===== config.mk =====
export PLATFORM = sky130hd
export DESIGN_NAME = fifo_wptr_full
export DESIGN_NICKNAME = d
export VERILOG_FILES = /design/src/rtl/fifo_wptr_full.sv
export SDC_FILE = /design/constraint.sdc
export NUM_CORES = 1
export LEC_CHECK = 0
export CORE_ASPECT_RATIO = 0.9
export CORE_MARGIN = 2
export CORE_UTILIZATION = 30
export CTS_BUF_LIST = sky130_fd_sc_hd__clkbuf_2
export CTS_CLUSTER_SIZE = 28
export DETAILED_ROUTE_END_ITERATION = 10
export PLACE_DENSITY_LB_ADDON = 0.25
export SLEW_MARGIN = 0
export SYNTH_ARGS = -nofsm -noshare
export SYNTH_HDL_FRONTEND = slang
export SYNTH_SLANG_ARGS = --single-unit

===== constraint.sdc =====
create_clock -name wclk -period 5.74 [get_ports wclk]
set_input_delay 1.722 -clock wclk [delete_from_list [all_inputs] [get_ports wclk]]
set_output_delay 1.722 -clock wclk [all_outputs]
set_load 0.01 [all_outputs]

===== src/rtl/fifo_wptr_full.sv =====
// ---------------------------------------------------------------------------
// fifo_wptr_full
//   Write-side pointer and flag generator for an asynchronous FIFO. Counts
//   accepted writes in binary, drives the RAM write address/strobe, and
//   publishes a registered Gray write pointer toward the read-domain
//   synchronizer. Full, level, sticky overflow and (optionally) almost-full
//   are derived from the already-synchronized read Gray pointer.
//
//   Optional feature macro: FIFO_WPTR_ALMOST_FULL_EN
//     defined   : walmost_full is a registered (level >= AFULL_THRESH) flag
//     undefined : walmost_full is tied low, AFULL_THRESH has no effect
//
// Ports
//   wclk           in   write-domain clock (posedge)
//   rst            in   synchronous reset, active-high
//   winc           in   write request from producer
//   rptr_gray_sync in   read Gray pointer, already synchronized into wclk
//   wen            out  RAM write strobe, winc & ~wfull (combinational)
//   waddr          out  RAM write address, low ADDR_W bits of binary pointer
//   wptr_gray      out  registered Gray write pointer for the CDC
//   wfull          out  registered full flag
//   wlevel         out  registered occupancy seen from write side, 0..DEPTH
//   wovf           out  sticky overflow, write attempted while full
//   walmost_full   out  registered almost-full flag (see macro above)
// ---------------------------------------------------------------------------
module fifo_wptr_full #(
   parameter int unsigned ADDR_W       = 4,
   parameter int unsigned AFULL_THRESH = 12
) (
   input  logic              wclk,
   input  logic              rst,
   input  logic              winc,
   input  logic [ADDR_W:0]   rptr_gray_sync,
   output logic              wen,
   output logic [ADDR_W-1:0] waddr,
   output logic [ADDR_W:0]   wptr_gray,
   output logic              wfull,
   output logic [ADDR_W:0]   wlevel,
   output logic              wovf,
   output logic              walmost_full
);

   localparam int unsigned PTR_W = ADDR_W + 1;
   localparam int unsigned DEPTH = 1 << ADDR_W;

   // Elaboration-time parameter sanity check
   if (ADDR_W < 2 || AFULL_THRESH < 1 || AFULL_THRESH > DEPTH) begin : g_bad_param
      $error("fifo_wptr_full: need ADDR_W>=2 and 1<=AFULL_THRESH<=2**ADDR_W");
   end

   logic [PTR_W-1:0] wbin_q,   wbin_d;
   logic [PTR_W-1:0] wgray_q,  wgray_d;
   logic             wfull_q,  wfull_d;
   logic [PTR_W-1:0] wlevel_q, wlevel_d;
   logic             wovf_q,   wovf_d;
   logic [PTR_W-1:0] rbin;
   logic [PTR_W-1:0] full_gray;
   logic             accept;

   // Gray to binary: each binary bit is the XOR of all Gray bits at or above it
   always_comb begin
      rbin = '0;
      for (int i = 0; i < int'(PTR_W); i++) begin
         rbin[i] = ^(rptr_gray_sync >> i);
      end
   end

   // Next-state pointers and flags; write and read-pointer movement in the
   // same cycle are both folded into this compute
   always_comb begin
      accept    = winc & ~wfull_q;
      wbin_d    = wbin_q + PTR_W'(accept);
      wgray_d   = wbin_d ^ (wbin_d >> 1);
      // Full when the write Gray pointer is DEPTH ahead: top two Gray bits
      // inverted relative to the read pointer, remaining bits equal
      full_gray = {~rptr_gray_sync[PTR_W-1:PTR_W-2], rptr_gray_sync[PTR_W-3:0]};
      wfull_d   = (wgray_d == full_gray);
      wlevel_d  = wbin_d - rbin;
      wovf_d    = wovf_q | (winc & wfull_q);
   end

   always_ff @(posedge wclk) begin
      if (rst) begin
         wbin_q   <= '0;
         wgray_q  <= '0;
         wfull_q  <= 1'b0;
         wlevel_q <= '0;
         wovf_q   <= 1'b0;
      end else begin
         wbin_q   <= wbin_d;
         wgray_q  <= wgray_d;
         wfull_q  <= wfull_d;
         wlevel_q <= wlevel_d;
         wovf_q   <= wovf_d;
      end
   end

`ifdef FIFO_WPTR_ALMOST_FULL_EN
   logic walmost_full_q, walmost_full_d;

   always_comb begin
      walmost_full_d = (wlevel_d >= PTR_W'(AFULL_THRESH));
   end

   always_ff @(posedge wclk) begin
      if (rst) begin
         walmost_full_q <= 1'b0;
      end else begin
         walmost_full_q <= walmost_full_d;
      end
   end

   assign walmost_full = walmost_full_q;
`else
   assign walmost_full = 1'b0;
`endif

   assign wen       = accept;
   assign waddr     = wbin_q[ADDR_W-1:0];
   assign wptr_gray = wgray_q;
   assign wfull     = wfull_q;
   assign wlevel    = wlevel_q;
   assign wovf      = wovf_q;

endmodule


==> results of run 1 <==
[kinds of logic (layout without fill, tap and decap cells)]
kind of cell / after synthesis / count (layout) / share of synthesized area
adders and majority gates: 7 / 7 / 0.110
xor gates and xnor gates: 18 / 18 / 0.205
other: 1 / 1 / 0.00446
buffers and inverters: 9 / 34 / 0.0446
DFF: 16 / 16 / 0.381
AOI/OAI and AO/OA: 7 / 7 / 0.0640
muxes: 1 / 1 / 0.0119
and+or+nand+nor: 32 / 32 / 0.179
[worst max-delay path, stage by stage]
cell,delay [ns]
clkdlybuf4s50_1,0.48
nor2b_1,0.18
clkdlybuf4s50_1,0.56
[metal layers]
metal / vias up / share of wire
li1: 344 / -
met3: 4 / 0.043
met4: 0 / 0.031
met5: - / 0
met1: 318 / 0.44
met2: 16 / 0.48
[path summary, 6_finish.rpt]
check / slack [ns] / endpoint / start / cells past startpoint
setup reg to reg: 3.17 / wlevel[3] / wfull / 11
hold / removal: 0.52 / wovf / wovf / 2
setup / recovery: 1.07 / wen / winc / 3
hold reg to reg: 0.52 / wovf / wovf / 2
[per-stage QoR]
stage               std cells  setup slack (ns)
finish                    146              1.07
global route              146              1.03
CTS                       146              1.06
detailed placement        142              1.06
global placement          142              1.11
floorplan                  91              1.92
[where the power goes]
| part | total, mW | leakage [nW] | internal [mW] | switching (mW) |
|---|---|---|---|---|
| Clock | 0.0505 | 0.0140 | 0.0151 | 0.0354 |
| Sequential | 0.127 | 0.131 | 0.123 | 0.00361 |
| Combinational | 0.101 | 0.312 | 0.0537 | 0.0470 |
[layout by cell type, fill, tap and decap left out, types with 2 or more instances in the layout]
| master | netlist | layout |
|---|---|---|
| dfxtp_1 | 16 | 16 |
| xnor2_1 | 11 | 11 |
| nand3_1 | 4 | 4 |
| clkbuf_2 | 0 | 3 |
| nor2_1 | 16 | 16 |
| nand2_1 | 3 | 3 |
| a21oi_1 | 3 | 3 |
| clkdlybuf4s50_1 | 0 | 24 |
| xor2_1 | 6 | 6 |
| o211ai_1 | 2 | 2 |
| nor3_1 | 2 | 2 |
| inv_1 | 6 | 6 |
| ha_1 | 5 | 5 |
[area by class of cell]
| class | instances | area, µm² |
|---|---|---|
| fill | 297 | 1580 |
| multi-input combinational | 66 | 483 |
| sequential | 16 | 320 |
| timing repair buffer | 24 | 240 |
| tap | 30 | 37.5 |
| inverter | 6 | 22.5 |
| clock buffer | 3 | 15.0 |
| clock inverter | 1 | 3.75 |
[registers in the layout, summed over array words and instances (netlist names)]
register / count
wbin_q: 5
wfull: 1
wlevel: 5
wovf: 1
wptr_gray: 4
==> results.cfg, run 1 <==
[yosys]
synthCells = 91
ys_async_sr_fraction = 0
ys_seq_area_frac = 0.381
synth_commonest_cells = dfxtp_1, nor2_1, xnor2_1
synth_edf_count = 0
syn_area_per_cell_um2 = 9.24
synth_warnings = 0
syn-cell-area_um2 = 841
synthTopCellsByArea = dfxtp_1, xnor2_1, ha_1
synth_top_cell_by_area = dfxtp_1
ys.flop_type = dfxtp_1
synth_seq_cells = 16
syn_nets = 105
synth.distinct_cells = 27
synth.top_cell.area_share = 0.381

[worst_setup_path]
crit_type = input pin to output port
startpoint_type = input pin
cp-end-kind = output port
cp_max_fo = 2
critPathRequiredTime_ns = 4.02
worstPathArrival_ns = 2.94

[pwr]
leakage_nw = 0.458
power.density_mw_per_mm2 = 248
design_power_total_mw = 0.278
ir_worst_vdd_mv = 0.0877

[clock_network]
cts_max_level = 1
path_clk_slew_ns = 0.16
cts_sinks = 16
postCtsHoldBufs = 0
cts_tree = done
postCtsSetupRepairBufs = 0
clk_latency_ns = 0.29
root_buffer = clkbuf_2
postCtsResizedCells = 0
clock_path_buffers = 2
cts_buffers = 3

[timing]
max_freq_mhz = 214
finalSetupViolCount = 0
min_period_over_period = 0.813
slew_headroom = 0.530
hold_violations = 0
rsz0062_at_grt = false
tightest_slew_ns = 0.703
finalMaxSlewViolations = 0
hold_slack_ns = 0.524
fin_setup_tns_ns = 0
skew_ns = 0.0173
min_period_ns = 4.67

[placed_design]
placedInstanceArea_mm2 = 0.00110
gp_congestion = 0.737
post-dp-hpwl_um = 1320
portBuffers = 24

[detailed_routing]
routed_wirelength_um = 1610
vias_per_cell = 4.67
drc = 0
antenna_left = 0
vias = 682
dr.pass1.iters = 2
routedWlPerCell_um = 11.0
drt_iter0_markers = 11

[grt]
grtUsageTotal = 0.114
grt_pass1_vias = 639
grt_util_met3 = 0.0165
grt_first_pass_wirelength_um = 2660
grt_max_degree = 17
grt_use_met2 = 0.190
grt_use_met1 = 0.128
grt_busiest_layer = met2
overflow = 0
antenna_found_initial = 0

[run]
cap_viol_max_count = 0

[die]
core-area_mm2 = 0.00270
dieArea_mm2 = 0.00324
io-pin-count = 26
initial_core_util = 0.311
die_h_um = 54.2
die_x_um = 59.8
rows = 18

[finish]
diodes = 0
fin_area_mm2 = 0.00112
nNetsFinal = 131
final_util = 0.415
drive_gt1_frac = 0.0603
area_delta_synth_final_pct = 33.5

[hold_path]
worstHoldPathType = flop to flop

[run_status]
status = finished, final reports clean
(Power assumes the default switching activity.)
==> run 2: changes to the inputs <==
- clock period: 5.74 -> 4.75 ns (I/O delays scaled with it)
==> run 2 against run 1 <==
Non-clock buffer count rose by 1. Sequential share of layout area down 0.095 points. Sequential power is 20% higher. Critical path depth unchanged. Critical endpoint unchanged. Largest power group unchanged.
==> results.cfg, run 2 (same netlist as run 1, synthesis figures left out) <==
[run_status]
status = finished, final reports clean

[finish]
fin_area_mm2 = 0.00113
final_cell_mix = clkdlybuf4s50_1, nor2_1, dfxtp_1
nNetsFinal = 132
finalNonFillerCells = 146
area_delta_synth_final_pct = 33.9
mostFrequentLayoutCell = clkdlybuf4s50_1
diodes = 0
drive_gt1_frac = 0.0690

[die]
dieArea_mm2 = 0.00324
die_h_um = 54.2
die_x_um = 59.8
rows = 18
io-pin-count = 26
core-area_mm2 = 0.00270
initial_core_util = 0.311

[timing]
slew_headroom = 0.612
finalSetupViolCount = 0
tightest_slew_ns = 0.580
skew_ns = 0.0113
rsz0062_at_grt = false
fin_setup_tns_ns = 0
finalMaxSlewViolations = 0
min_period_ns = 4.07
min_period_over_period = 0.856
hold_violations = 0
max_freq_mhz = 246

[clock_network]
cts_buffers = 3
postCtsHoldBufs = 0
cts_sinks = 16
clock_path_buffers = 2
path_clk_slew_ns = 0.14
cts_tree = done
postCtsResizedCells = 0
root_buffer = clkbuf_2
clk_latency_ns = 0.28
postCtsSetupRepairBufs = 0
cts_max_level = 1

[placed_design]
portBuffers = 24
placedInstanceArea_mm2 = 0.00111
place_inst = 143
post-dp-hpwl_um = 1370
gp_congestion = 0.780

[pwr]
power.density_mw_per_mm2 = 295
design_power_total_mw = 0.332
ir_worst_vdd_mv = 0.0707
leakage_nw = 0.460

[detailed_routing]
drc = 0
vias = 681
vias_per_cell = 4.66
routed_wirelength_um = 1660
routedWlPerCell_um = 11.4
antenna_left = 0
drt_iter0_markers = 15
dr.pass1.iters = 4

[worst_setup_path]
rr_endpoint = wlevel[4]
startpoint_type = input pin
r2r_cells = 9
r2r_slack_ns = 2.21
crit_type = input pin to output port
worstPathArrival_ns = 2.64
cp-end-kind = output port
critPathRequiredTime_ns = 3.32
r2r-start = wfull
cp_max_fo = 2

[hold_path]
holdPathStages = 2
worstHoldPathType = flop to flop
worstHoldStart = wovf
min_to = wovf

[grt]
grt_first_pass_wirelength_um = 2880
grt_max_degree = 17
grt_pass1_vias = 694
antenna_found_initial = 0
overflow = 0
grtUsageTotal = 0.121

[run]
cap_viol_max_count = 0
[run 2: layer usage]
layer	vias to the layer above	routed length (µm)	track usage	share of wire
met1	316	725	0.142	0.44
met3	4	65	0.0165	0.039
met2	16	830	0.208	0.50
met4	0	38	0.0778	0.023
li1	345	-	-	-
met5	-	0	0	0
[run 2: worst max path at each step]
stage	startpoint	to	slack [ns]	cells after the start
detailed placement	winc	wlevel[3]	0.66	12
global route	winc	wen	0.63	3
CTS	winc	wen	0.67	3
floorplan	winc	wlevel[4]	1.23	9
finish	winc	wen	0.68	3
global placement	winc	wlevel[3]	0.69	12
[run 2: per-stage QoR]
| stage | worst slack, ns | utilization | hold slack, ns |
|---|---|---|---|
| after floorplan | 1.23 | - | 0.502 |
| final | 0.685 | 0.417 | 0.488 |
| after global placement | 0.691 | 0.411 | 0.450 |
| after detailed placement | 0.659 | 0.411 | 0.468 |
| after global routing | 0.627 | 0.417 | 0.550 |
| after CTS | 0.673 | 0.417 | 0.501 |
[run 2: worst max-delay path, cell delays in order]
cell and delay [ns]:
clkdlybuf4s50_1 0.47, nor2b_1 0.19, clkdlybuf4s50_1 0.56
[run 2: power breakdown]
group | internal, mW | switching, mW
Clock | 0.0172 | 0.0406
Combinational | 0.0645 | 0.0568
Sequential | 0.149 | 0.00419
[run 2: area by class of cell]
class                           count  area, µm²
Clock buffer                        3       15.0
Tap cell                           30       37.5
Fill cell                         276       1580
Sequential cell                    16        320
Inverter                            6       22.5
Timing Repair Buffer               25        248
Multi-Input combinational cell     66        483
==> run 3: changes to the inputs <==
- CORE_MARGIN: 2 -> not set
- MAX_ROUTING_LAYER: not set -> met4
==> run 3 against run 2 <==
The run now ends with design-rule violations left. Power rose by 1.2%. Combinational power is essentially flat. Sequential power hardly changed. Routed wire length rose by 0.48%. Register-to-register slack better by 0.06 ns. Non-clock buffer count grew 1.
==> results.cfg, run 3 (same netlist as run 1, synthesis figures left out) <==
[die]
die_h_um = 52.2
die_x_um = 57.8
dieArea_mm2 = 0.00302
core-area_mm2 = 0.00255
io-pin-count = 26
initial_core_util = 0.329
rows = 17

[pwr]
design_power_total_mw = 0.336
leakage_nw = 0.466
power.density_mw_per_mm2 = 296
combPwrFrac = 0.365
ir_worst_vdd_mv = 0.136
p_int_mw = 0.233
clock_power_share = 0.178
pwr-share-seq = 0.457
swShare = 0.308
switching_power_mw = 0.104

[detailed_routing]
vias_per_cell = 4.60
dr.pass1.iters = 7
drc = 1
drt_iter0_markers = 11
antenna_left = 0
routedWlPerCell_um = 11.4
vias = 672
routed_wirelength_um = 1670

[hold_path]
holdPathStages = 2
worstHoldPathType = flop to flop
worstHoldStart = wovf

[worst_setup_path]
worstPathArrival_ns = 2.62
path_common_cell = clkdlybuf4s50_1
r2r-start = wfull
cp_max_fo = 2
crit_start = winc
critPathRequiredTime_ns = 3.32
r2r_cells = 10
crit_slowest_cell = clkdlybuf4s50_1
cp_cell_sequence = clkdlybuf4s50_1 -> nor2b_1 -> clkdlybuf4s50_1
crit_type = input pin to output port
startpoint_type = input pin
crit_path_max_incr_delay_ns = 0.56
cp-end-kind = output port

[timing]
skew_ns = 0.00517
fin_setup_tns_ns = 0
finalMaxSlewViolations = 0
rsz0062_at_grt = false
slew_headroom = 0.584
hold_slack_ns = 0.511
max_freq_mhz = 247
finalSetupViolCount = 0
tightest_slew_ns = 0.622
min_period_ns = 4.05
min_period_over_period = 0.852
hold_violations = 0

[grt]
overflow = 0
grtUsageTotal = 0.134
grt_first_pass_wirelength_um = 2860
antenna_found_initial = 0
grt_max_degree = 17
grt_pass1_vias = 661

[clock_network]
cts_sinks = 16
root_buffer = clkbuf_2
clock_path_buffers = 2
cts_tree = done
cts_buffers = 3
postCtsSetupRepairBufs = 0
path_clk_slew_ns = 0.15
postCtsHoldBufs = 0
clk_latency_ns = 0.28
postCtsResizedCells = 0
cts_max_level = 1

[run_status]
status = finished, violations left
violations = design-rule violations

[placed_design]
post-dp-hpwl_um = 1300
portBuffers = 24
gp_congestion = 0.892

[finish]
final_cell_mix = clkdlybuf4s50_1, nor2_1, dfxtp_1
diodes = 0
area_delta_synth_final_pct = 35.0
drive_gt1_frac = 0.0763
mostFrequentLayoutCell = clkdlybuf4s50_1
nNetsFinal = 133

[run]
cap_viol_max_count = 0
run 3: changes by cell type in the layout (fill, tap and decap cells not counted), sizes merged:
cell / delta
clkinv: +1
buf: +1
run 3: layout make-up:
cell class	count	area [µm²]
Sequential cell	16	320
Tap cell	28	35.0
Timing Repair Buffer	26	255
Clock inverter	1	3.75
Fill cell	269	1420
Clock buffer	3	15.0
Multi-Input combinational cell	66	483
Inverter	6	22.5
run 3: per-stage QoR:
step | area [µm²] | worst slack [ns] | utilization | std cells
after floorplan | 841 | 1.23 | - | 91
after global placement | 1120 | 0.709 | 0.437 | 142
after detailed placement | 1120 | 0.703 | 0.437 | 142
after CTS | 1130 | 0.702 | 0.445 | 146
after global routing | 1130 | 0.626 | 0.445 | 146
final | 1130 | 0.702 | 0.445 | 146
run 3: critical path, delay by kind of cell:
family / cells / cell delay [ns]
buf+inv: 2 / 1.02
simple gates: 1 / 0.17
run 3: power by group through the flow:
stage	registers, mW	logic [mW]	clock network [mW]
6_report	0.154	0.123	0.0600
5_1_grt	0.156	0.137	0.0726
4_1_cts	0.154	0.125	0.0657
3_5_place_dp	0.157	0.123	0
3_3_place_gp	0.157	0.123	0
2_1_floorplan	0.165	0.0666	0
run 3: final timing paths:
kind	to	slack, ns
worst max-delay path	wen	0.70
worst min-delay path	wovf	0.51
worst max register to register	wlevel[4]	2.27
worst min register to register	wovf	0.51
run 3: routing by layer:
metal,up-vias,routed length [µm],global-route usage
li1,350,-,-
met1,300,826,0.161
met2,20,752,0.211
met3,2,79,0.0519
met4,0,9,0.0357
met5,-,0,-
